$ cat config.mk
export PLATFORM = sky130hd
export DESIGN_NAME = usbf_wb_reg_slave
export DESIGN_NICKNAME = d
export VERILOG_FILES = /design/src/rtl/usbf_wb_reg_slave.sv
export SDC_FILE = /design/constraint.sdc
export NUM_CORES = 1
export LEC_CHECK = 0
export CAP_MARGIN = 20
export CORE_MARGIN = 5
export CORE_UTILIZATION = 37
export DETAILED_ROUTE_END_ITERATION = 16
export PLACE_DENSITY_LB_ADDON = 0.25
export RECOVER_POWER = 50
export SLEW_MARGIN = 10
export SYNTH_ARGS = -nofsm -noshare
export SYNTH_HDL_FRONTEND = slang
export SYNTH_SLANG_ARGS = --single-unit
$ cat constraint.sdc
create_clock -name clk_i -period 1.9 [get_ports clk_i]
set_clock_uncertainty 0.2 [all_clocks]
set_input_delay 0.19 -clock clk_i [delete_from_list [all_inputs] [get_ports clk_i]]
set_output_delay 0.19 -clock clk_i [all_outputs]
set_load 0.005 [all_outputs]
$ cat src/rtl/usbf_wb_reg_slave.sv
// ---------------------------------------------------------------------------
// usbf_wb_reg_slave
//   Wishbone classic slave holding the USB function register file that the
//   function controller programs and polls: FA, INT_MSK, INT_SRC and, per
//   endpoint, CSR / INT / BUF0 / BUF1. USB-side event pulses are latched into
//   sticky status bits, which are combined with the mask to drive the two
//   registered interrupt lines. The buffer-memory region is decoded and
//   acknowledged here; its data path lives in a separate block.
//
// Ports
//   clk_i      system clock
//   nrst_i     asynchronous active-low reset
//   wb_addr_i  byte address; MSB=1 register file, MSB=0 buffer memory
//   wb_data_i  write data
//   wb_data_o  read data, non-zero only while wb_ack_o=1
//   wb_we_i    1=write, 0=read
//   wb_stb_i   strobe
//   wb_cyc_i   cycle valid
//   wb_ack_o   single-cycle acknowledge, one clock after the strobe is taken
//   inta_o     interrupt A (registered)
//   intb_o     interrupt B (registered)
//   usb_rst_i  one-cycle pulse: USB bus reset seen
//   attach_i   one-cycle pulse: device attached
//   ep_evt_i   per-endpoint event pulses, endpoint n on [6n+5:6n]
//   fa_o       current function address
// ---------------------------------------------------------------------------
module usbf_wb_reg_slave #(
  parameter int ADDR_W = 18,
  parameter int NUM_EP = 2
) (
  input  logic                  clk_i,
  input  logic                  nrst_i,
  input  logic [ADDR_W-1:0]     wb_addr_i,
  input  logic [31:0]           wb_data_i,
  output logic [31:0]           wb_data_o,
  input  logic                  wb_we_i,
  input  logic                  wb_stb_i,
  input  logic                  wb_cyc_i,
  output logic                  wb_ack_o,
  output logic                  inta_o,
  output logic                  intb_o,
  input  logic                  usb_rst_i,
  input  logic                  attach_i,
  input  logic [6*NUM_EP-1:0]   ep_evt_i,
  output logic [6:0]            fa_o
);

  typedef enum logic {S_IDLE, S_ACK} state_t;

  localparam logic [7:0] OFF_FA      = 8'h04;
  localparam logic [7:0] OFF_INT_MSK = 8'h08;
  localparam logic [7:0] OFF_INT_SRC = 8'h0C;

  localparam logic [1:0] EP_CSR  = 2'd0;
  localparam logic [1:0] EP_INT  = 2'd1;
  localparam logic [1:0] EP_BUF0 = 2'd2;
  localparam logic [1:0] EP_BUF1 = 2'd3;

  state_t r_state, w_state_nxt;

  logic [6:0]  r_fa;
  logic [31:0] r_msk;
  logic        r_src_rst;
  logic        r_src_att;
  logic [31:0] r_ep_csr    [NUM_EP];
  logic [31:0] r_ep_buf0   [NUM_EP];
  logic [31:0] r_ep_buf1   [NUM_EP];
  logic [5:0]  r_ep_en_a   [NUM_EP];
  logic [5:0]  r_ep_en_b   [NUM_EP];
  logic [5:0]  r_ep_sticky [NUM_EP];
  logic [31:0] r_rdata;
  logic        r_inta;
  logic        r_intb;

  logic              w_access;
  logic              w_wr;
  logic              w_rd;
  logic              w_reg_sel;
  logic [7:0]        w_off;
  logic [3:0]        w_ep_idx;
  logic [1:0]        w_ep_reg;
  logic [NUM_EP-1:0] w_ep_sel;
  logic [NUM_EP-1:0] w_ep_src;
  logic [31:0]       w_int_src;
  logic [31:0]       w_rdata;
  logic              w_clr_src;
  logic              w_unused;

  // Address bits that never take part in the decode.
  assign w_unused = ^{wb_addr_i[ADDR_W-2:8], wb_addr_i[1:0]};

  // ---------------- bus FSM ----------------
  always_ff @(posedge clk_i or negedge nrst_i) begin
    if (!nrst_i) r_state <= S_IDLE;
    else         r_state <= w_state_nxt;
  end

  // NOTE: every signal assigned in this block gets a default first, so no
  // path through the case can leave it unassigned and infer a latch.
  always_comb begin
    w_state_nxt = r_state;
    w_access    = 1'b0;
    case (r_state)
      S_IDLE: if (wb_cyc_i && wb_stb_i) begin
        w_access    = 1'b1;
        w_state_nxt = S_ACK;
      end
      // A strobe still high here is not taken; the next access starts in IDLE.
      S_ACK:  w_state_nxt = S_IDLE;
      default: w_state_nxt = S_IDLE;
    endcase
  end

  assign wb_ack_o = (r_state == S_ACK);
  assign w_wr     = w_access &  wb_we_i;
  assign w_rd     = w_access & ~wb_we_i;

  // ---------------- address decode ----------------
  assign w_reg_sel = wb_addr_i[ADDR_W-1];
  assign w_off     = {wb_addr_i[7:2], 2'b00};
  assign w_ep_idx  = w_off[7:4] - 4'd4;   // endpoint window starts at 0x40
  assign w_ep_reg  = w_off[3:2];

  always_comb begin
    for (int n = 0; n < NUM_EP; n++) begin
      w_ep_sel[n] = w_reg_sel && (w_off[7:6] != 2'b00) && (w_ep_idx == 4'(n));
      w_ep_src[n] = |(r_ep_sticky[n] & r_ep_en_a[n]);
    end
  end

  always_comb begin
    w_int_src              = '0;
    w_int_src[NUM_EP-1:0]  = w_ep_src;
    w_int_src[25]          = r_src_att;
    w_int_src[28]          = r_src_rst;
  end

  assign w_clr_src = w_rd && w_reg_sel && (w_off == OFF_INT_SRC);

  // ---------------- read mux ----------------
  always_comb begin
    w_rdata = '0;
    if (w_reg_sel) begin
      case (w_off)
        OFF_FA:      w_rdata = {25'd0, r_fa};
        OFF_INT_MSK: w_rdata = r_msk;
        OFF_INT_SRC: w_rdata = w_int_src;
        default:     w_rdata = '0;
      endcase
      for (int n = 0; n < NUM_EP; n++) begin
        if (w_ep_sel[n]) begin
          case (w_ep_reg)
            EP_CSR:  w_rdata = r_ep_csr[n];
            EP_INT:  w_rdata = {2'b00, r_ep_en_b[n], 2'b00, r_ep_en_a[n],
                                10'd0, r_ep_sticky[n]};
            EP_BUF0: w_rdata = r_ep_buf0[n];
            EP_BUF1: w_rdata = r_ep_buf1[n];
            default: w_rdata = '0;
          endcase
        end
      end
    end
  end

  // ---------------- register file ----------------
  // NOTE: these register arrays are reset element by element because software
  // relies on every register reading zero after reset; a plain storage RAM
  // would be left unreset.
  always_ff @(posedge clk_i or negedge nrst_i) begin
    if (!nrst_i) begin
      r_fa      <= '0;
      r_msk     <= '0;
      r_src_rst <= 1'b0;
      r_src_att <= 1'b0;
      r_rdata   <= '0;
      r_inta    <= 1'b0;
      r_intb    <= 1'b0;
      for (int n = 0; n < NUM_EP; n++) begin
        r_ep_csr[n]    <= '0;
        r_ep_buf0[n]   <= '0;
        r_ep_buf1[n]   <= '0;
        r_ep_en_a[n]   <= '0;
        r_ep_en_b[n]   <= '0;
        r_ep_sticky[n] <= '0;
      end
    end else begin
      // NOTE: non-blocking assignments throughout, so every right-hand side
      // sees the pre-edge register values regardless of statement order.
      r_rdata <= w_rd ? w_rdata : 32'd0;

      if (w_wr && w_reg_sel) begin
        if (w_off == OFF_FA)      r_fa  <= wb_data_i[6:0];
        if (w_off == OFF_INT_MSK) r_msk <= wb_data_i;
      end

      // Sticky bits: an event in the same cycle as the read-clear wins.
      r_src_rst <= (r_src_rst & ~w_clr_src) | usb_rst_i;
      r_src_att <= (r_src_att & ~w_clr_src) | attach_i;

      for (int n = 0; n < NUM_EP; n++) begin
        if (w_wr && w_ep_sel[n]) begin
          case (w_ep_reg)
            EP_CSR:  r_ep_csr[n]  <= wb_data_i;
            EP_INT: begin
              r_ep_en_a[n] <= wb_data_i[21:16];
              r_ep_en_b[n] <= wb_data_i[29:24];
            end
            EP_BUF0: r_ep_buf0[n] <= wb_data_i;
            EP_BUF1: r_ep_buf1[n] <= wb_data_i;
            default: ;
          endcase
        end
        r_ep_sticky[n] <= (r_ep_sticky[n] &
                           ~{6{w_rd && w_ep_sel[n] && (w_ep_reg == EP_INT)}})
                          | ep_evt_i[6*n +: 6];
      end

      r_inta <= |(w_ep_src & r_msk[NUM_EP-1:0])
              | (r_src_rst & r_msk[8])  | (r_src_att & r_msk[9]);
      r_intb <= |(w_ep_src & r_msk[16 +: NUM_EP])
              | (r_src_rst & r_msk[24]) | (r_src_att & r_msk[25]);
    end
  end

  assign wb_data_o = r_rdata;
  assign inta_o    = r_inta;
  assign intb_o    = r_intb;
  assign fa_o      = r_fa;

endmodule
After elaboration in Yosys (flattened, before gate mapping)
Index checks and enable logic that the tools add are counted.
{"block": "totals", "regBits": 304, "inputBits": 69, "out_inout_bits": 42, "word_cells": 95}
{"block": "classes", "n_addsub": 1, "eq_ne": 7, "muxes": 10, "bitwise": 27, "n_reduce_logical": 30}
{"cell": "32-bit one-hot mux with 4 select lines", "n": 2}
{"cell": "32-bit two-way mux", "n": 4}
{"cell": "32-bit one-hot mux with 3 select lines", "n": 1}
{"cell": "6-bit AND", "n": 4}
{"cell": "2-bit AND reduction", "n": 10}
{"cell": "1-bit logical AND", "n": 13}
{"cell": "6-bit by 2-bit equality test with 1-bit output (second input constant)", "n": 2}
{"cell": "6-bit NOT", "n": 2}
{"cell": "6-bit bitwise OR", "n": 2}
{"cell": "6-bit OR reduction", "n": 2}
{"cell": "1-bit AND", "n": 8}
{"cell": "6-bit by 1-bit equality test with 1-bit output (second input constant)", "n": 1}
{"cell": "1-bit bitwise OR", "n": 6}
{"cell": "2-bit AND", "n": 2}
{"cell": "2-bit equality test (second input constant)", "n": 2}
{"cell": "4-bit by 1-bit equality test with 1-bit output (second input constant)", "n": 1}
{"cell": "4-bit zero test", "n": 1}
{"cell": "2-bit OR reduction", "n": 2}
{"cell": "4-bit by 3-bit subtractor with 4-bit output (second input constant)", "n": 1}
{"cell": "1-bit NOT", "n": 3}
{"cell": "2-bit by 1-bit equality test with 1-bit output (second input constant)", "n": 1}
{"cell": "2-bit zero test", "n": 1}
{"cell": "1-bit two-way mux", "n": 2}
{"cell": "1-bit one-hot mux with 2 select lines", "n": 1}
{"cell": "2-bit nonzero test", "n": 1}

Depth between registers and ports, before layout
{"block": "logic_depth", "ltp_word": 9, "depth_mapped": 7, "depth_no_buf": 4}

Least setup slack after synthesis
Ideal clock, no wire load.
{"block": "synth_path", "path_type": "reg-to-reg", "start": "register r_state, in the netlist wb_ack_o", "end": "register r_ep_buf0[33] in the netlist's numbering", "arrival_time_ns": 1.761, "required_ns": 1.575, "path_slack_ns": -0.186, "path_stages_with_launch": 7, "n_path_buf": 2, "synth_period_minus_slack_ns": 2.086, "path_cell_list": "dfrtp_1 > and4b_1 > buf_2 > nand2b_1 > nor2_1 > buf_2 > mux2_2"}
{"block": "synth_via", "elab_chain_len": 4}
{"element": "from (decl)", "line_no": "59", "rtl": "state_t r_state, w_state_nxt;"}
{"element": "from (signal assigned)", "line_no": "95", "rtl": "else r_state <= w_state_nxt;"}
{"element": "1-bit two-way mux", "line_no": "103", "rtl": "case (r_state)"}
{"element": "1-bit AND", "line_no": "115", "rtl": "assign w_wr = w_access & wb_we_i;"}
{"element": "1-bit logical AND", "line_no": "201", "rtl": "if (w_wr && w_ep_sel[n]) begin"}
{"element": "2-bit AND reduction (no source line)"}
{"element": "to (signal, indexed assignment)", "line_no": "208", "rtl": "EP_BUF0: r_ep_buf0[n] <= wb_data_i;"}
{"element": "to (decl)", "line_no": "66", "rtl": "logic [31:0] r_ep_buf0 [NUM_EP];"}
No other way between the ends.
A chain may end at the register's enable or synchronous reset.

Worst setup path in the final report
{"block": "layout_path", "start": "register r_state, in the netlist wb_ack_o", "end": "register r_ep_csr[27] in the netlist's numbering"}
{"block": "layout_via", "elab_chain_len": 4}
{"element": "1-bit two-way mux", "line_no": "103"}
{"element": "1-bit AND", "line_no": "115"}
{"element": "1-bit logical AND", "line_no": "201"}
{"element": "2-bit AND reduction (no source line)"}
{"element": "to (signal, indexed assignment)", "line_no": "203", "rtl": "EP_CSR: r_ep_csr[n] <= wb_data_i;"}
{"element": "to (decl)", "line_no": "65", "rtl": "logic [31:0] r_ep_csr [NUM_EP];"}
No other way between the ends.

==> flow_summary.toml <==
[run_status]
status = "finished, violations left"
violations = "setup timing"

[floorplan]
die_h_um = 200.4
die_w_um = 200.4
start_util_pct = 37.60
rows = 69
dieArea_mm2 = 0.04014
io-pin-count = 111
core_mm2 = 0.03566

[routing]
ant_nets = 0
drt-initial-drc-count = 480
num_vias = 8568
dr.pass1.iters = 5
avgRoutedWirePerCell_um = 24.17
routed_via_density = 5.461
routed_wl_um = 37920
drcViolationCount = 0

[hold_path]
hold_end = "r_ep_sticky[4]"
hp-class = "primary input to flop"
whs_path_depth = 2
min_from = "ep_evt_i[10]"

[global_routing]
use_met2_pct = 29.67
use_met3_pct = 2.620
grt_util_met1_pct = 26.24
grt_first_pass_wirelength_um = 57680
busiest_layer = "met2"
grt.total_usage_pct = 18.17
grt-ovfl-total = 0
grt_max_degree = 77
grt_pass1_vias = 9165
antenna_found_initial = 0

[place]
gp_congestion = 0.7871
hpwlAfterDp_um = 23910
place_inst = 1470
dp_slack_ps = -538.8
numPortBuffers = 99

[power]
p_total_uw = 14120
p_per_area_mw_per_mm2 = 781.7
power.leakage_uw = 0.008446
ir_drop_v = 0.0007034

[sta]
rsz0062_at_grt = "yes"
timing.final.crit_share_pct = 108.1
relSlewSlack_pct = 43.99
setup_viol = 202
final-hold-violation-count = 0
layout_setup_ws_ps = -154.0
tightest_slew_ps = 840.2
clock.fmax_mhz = 486.9
period_needed_ps = 2054
report.final.slew_viol_count = 0

[cells_and_area]
fin_cells = 1569
mostFrequentLayoutCells = "304 x dfrtp_1, 145 x mux2_2, 140 x mux2_4, 92 x clkdlybuf4s50_1, 56 x buf_4"
antennaDiodeCount = 0
register_area_mm2 = 0.007607
n_fill_cell = 3010
nets = 1152
fin_util_pct = 50.66
multiInputGateArea_mm2 = 0.006112
mostFrequentLayoutCell = "dfrtp_1"
drive_above_1_share_pct = 48.38
syn2layout_area_growth_pct = 34.74

[critical_path]
worstSetupStartpointType = "flop"
rr_worst_depth = 6
r2r_slack_ps = -150
critPathRequiredTime_ps = 2160
worstSetupEndpointType = "flop"
crit_arrival_ps = 2310
critPathKind = "flop to flop"
r2r_start = "wb_ack_o"
r2r_end = "r_ep_csr[27]"
cp_max_fo = 6

[synthesis]
yosysWarnings = 0
async_flop_share_pct = 100.0
syn_nets = 935
synthDistinctLibCells = 46
synth_enable_flop_cells = 0
synth_ff_type = "dfrtp_1"
syn_inst = 866
ys_seq_area_share_pct = 56.74
syn-cell-area_mm2 = 0.01341
synth-seq-cells = 304
syn-mean-instance-area_um2 = 15.48

[cts]
cts-htree-levels = 1
cts.sinks = 304
clkTransAtPathRegs_ps = 70
clk_path_buf_depth = 3
cts_tree = "built"
cts_made_buffers = 31
root_buffer = "clkbuf_16"
clock_latency_ps = 580

[flow_run]
drv_cap = 0
==> cell type report <==
type,instances,area share [%]
clock inverter,20,1.233
timing repair buffer,238,14.89
tap,461,3.193
multi-input combinational,507,33.84
inverter,1,0.02078
sequential,304,42.11
clock buffer,38,4.717
==> per-layer routing <==
layer	share of wire (%)	routed length, um
met5	0	0
met4	1.9	702
met3	3.5	1327
met2	48	18140
met1	47	17760
==> worst max-delay path: stages (launching register included) <==
cell and delay, ps:
dfrtp_1 380, and4b_2 350, nand2b_4 100, nor3_4 210, buf_6 210, clkbuf_16 190
mux2_4 300
==> through the flow <==
step	instance area, um^2	setup TNS (ps)	hold WS (ps)
2_1_floorplan	13580	-4902	-305.6
3_3_place_gp	15950	-116040	-114.4
3_5_place_dp	15950	-118650	-112.8
4_1_cts	17650	-13810	5.735
5_1_grt	18060	-29900	9.129
6_report	18060	-18430	23.83
==> worst max path at each step <==
stage | start | end | slack, ps | cells past startpoint
global route | wb_ack_o | r_ep_csr[12] | -210 | 6
global placement | wb_addr_i[5] | r_ep_csr[52] | -500 | 7
floorplan | wb_ack_o | r_ep_csr[61] | -110 | 6
finish | wb_ack_o | r_ep_csr[27] | -150 | 6
detailed placement | wb_addr_i[5] | r_ep_csr[51] | -540 | 7
CTS | wb_ack_o | r_ep_buf1[4] | -120 | 5
==> power breakdown <==
| group | internal (uW) | total (uW) | switching, uW |
|---|---|---|---|
| Clock | 3740 | 6420 | 2680 |
| Sequential | 6600 | 6680 | 79.6 |
| Combinational | 508 | 1020 | 511 |
| Total | 10800 | 14100 | 3270 |
==> cell usage after synthesis (2+ instances only) <==
library cell | n | area [um^2]
a21o_1 | 14 | 105.1
a21oi_1 | 8 | 40.04
a221o_1 | 3 | 30.03
a221oi_1 | 27 | 236.5
a222oi_1 | 2 | 20.02
a22o_1 | 10 | 87.58
a22oi_1 | 15 | 112.6
a311oi_1 | 2 | 17.52
a31o_2 | 2 | 17.52
and2_1 | 2 | 12.51
and4bb_2 | 2 | 25.02
buf_2 | 31 | 155.2
buf_4 | 9 | 67.56
buf_6 | 3 | 33.78
clkbuf_1 | 10 | 37.54
dfrtp_1 | 304 | 7607
mux2_1 | 4 | 45.04
mux2_2 | 251 | 2826
mux2_4 | 30 | 450.4
mux2i_1 | 14 | 140.1
mux4_2 | 34 | 765.7
nand2_1 | 16 | 60.06
nand2b_1 | 2 | 12.51
nand3_1 | 10 | 50.05
nand4_1 | 3 | 18.77
nand4b_1 | 2 | 17.52
nor2_1 | 16 | 60.06
nor2b_1 | 2 | 12.51
nor3_1 | 4 | 20.02
nor3_4 | 2 | 32.53
nor4_4 | 2 | 42.54
o2111ai_1 | 2 | 17.52
o21ai_0 | 6 | 30.03
o2bb2ai_1 | 10 | 87.58
==> cells by family (layout without fill, tap and decap cells) <==
kind of cell | Yosys count | count (layout) | synth area share, %
flip-flops | 304 | 304 | 56.74
AO/OA/AOI/OAI | 102 | 102 | 6.048
AND/OR/NAND/NOR | 72 | 72 | 3.425
multiplexers | 333 | 333 | 31.54
buffers and inverters | 55 | 297 | 2.249
==> sequential cells by signal, summed over array words and instances (netlist names), 7 cells and up <==
signal	flops
r_msk	32
fa_o	7
r_ep_en_a	12
r_ep_en_b	12
wb_data_o	32
r_ep_csr	64
r_ep_buf0	64
r_ep_sticky	12
r_ep_buf1	64
==> timing repair <==
action,in CTS,in global routing
hold buffers,14,0
setup endpoints to repair,221,233
hold endpoints to repair,317,0
cloned,5,6
buffers inserted,9,11
pin swaps,4,9
resized for setup,78,76
Power figures use the tool's default switching activity.
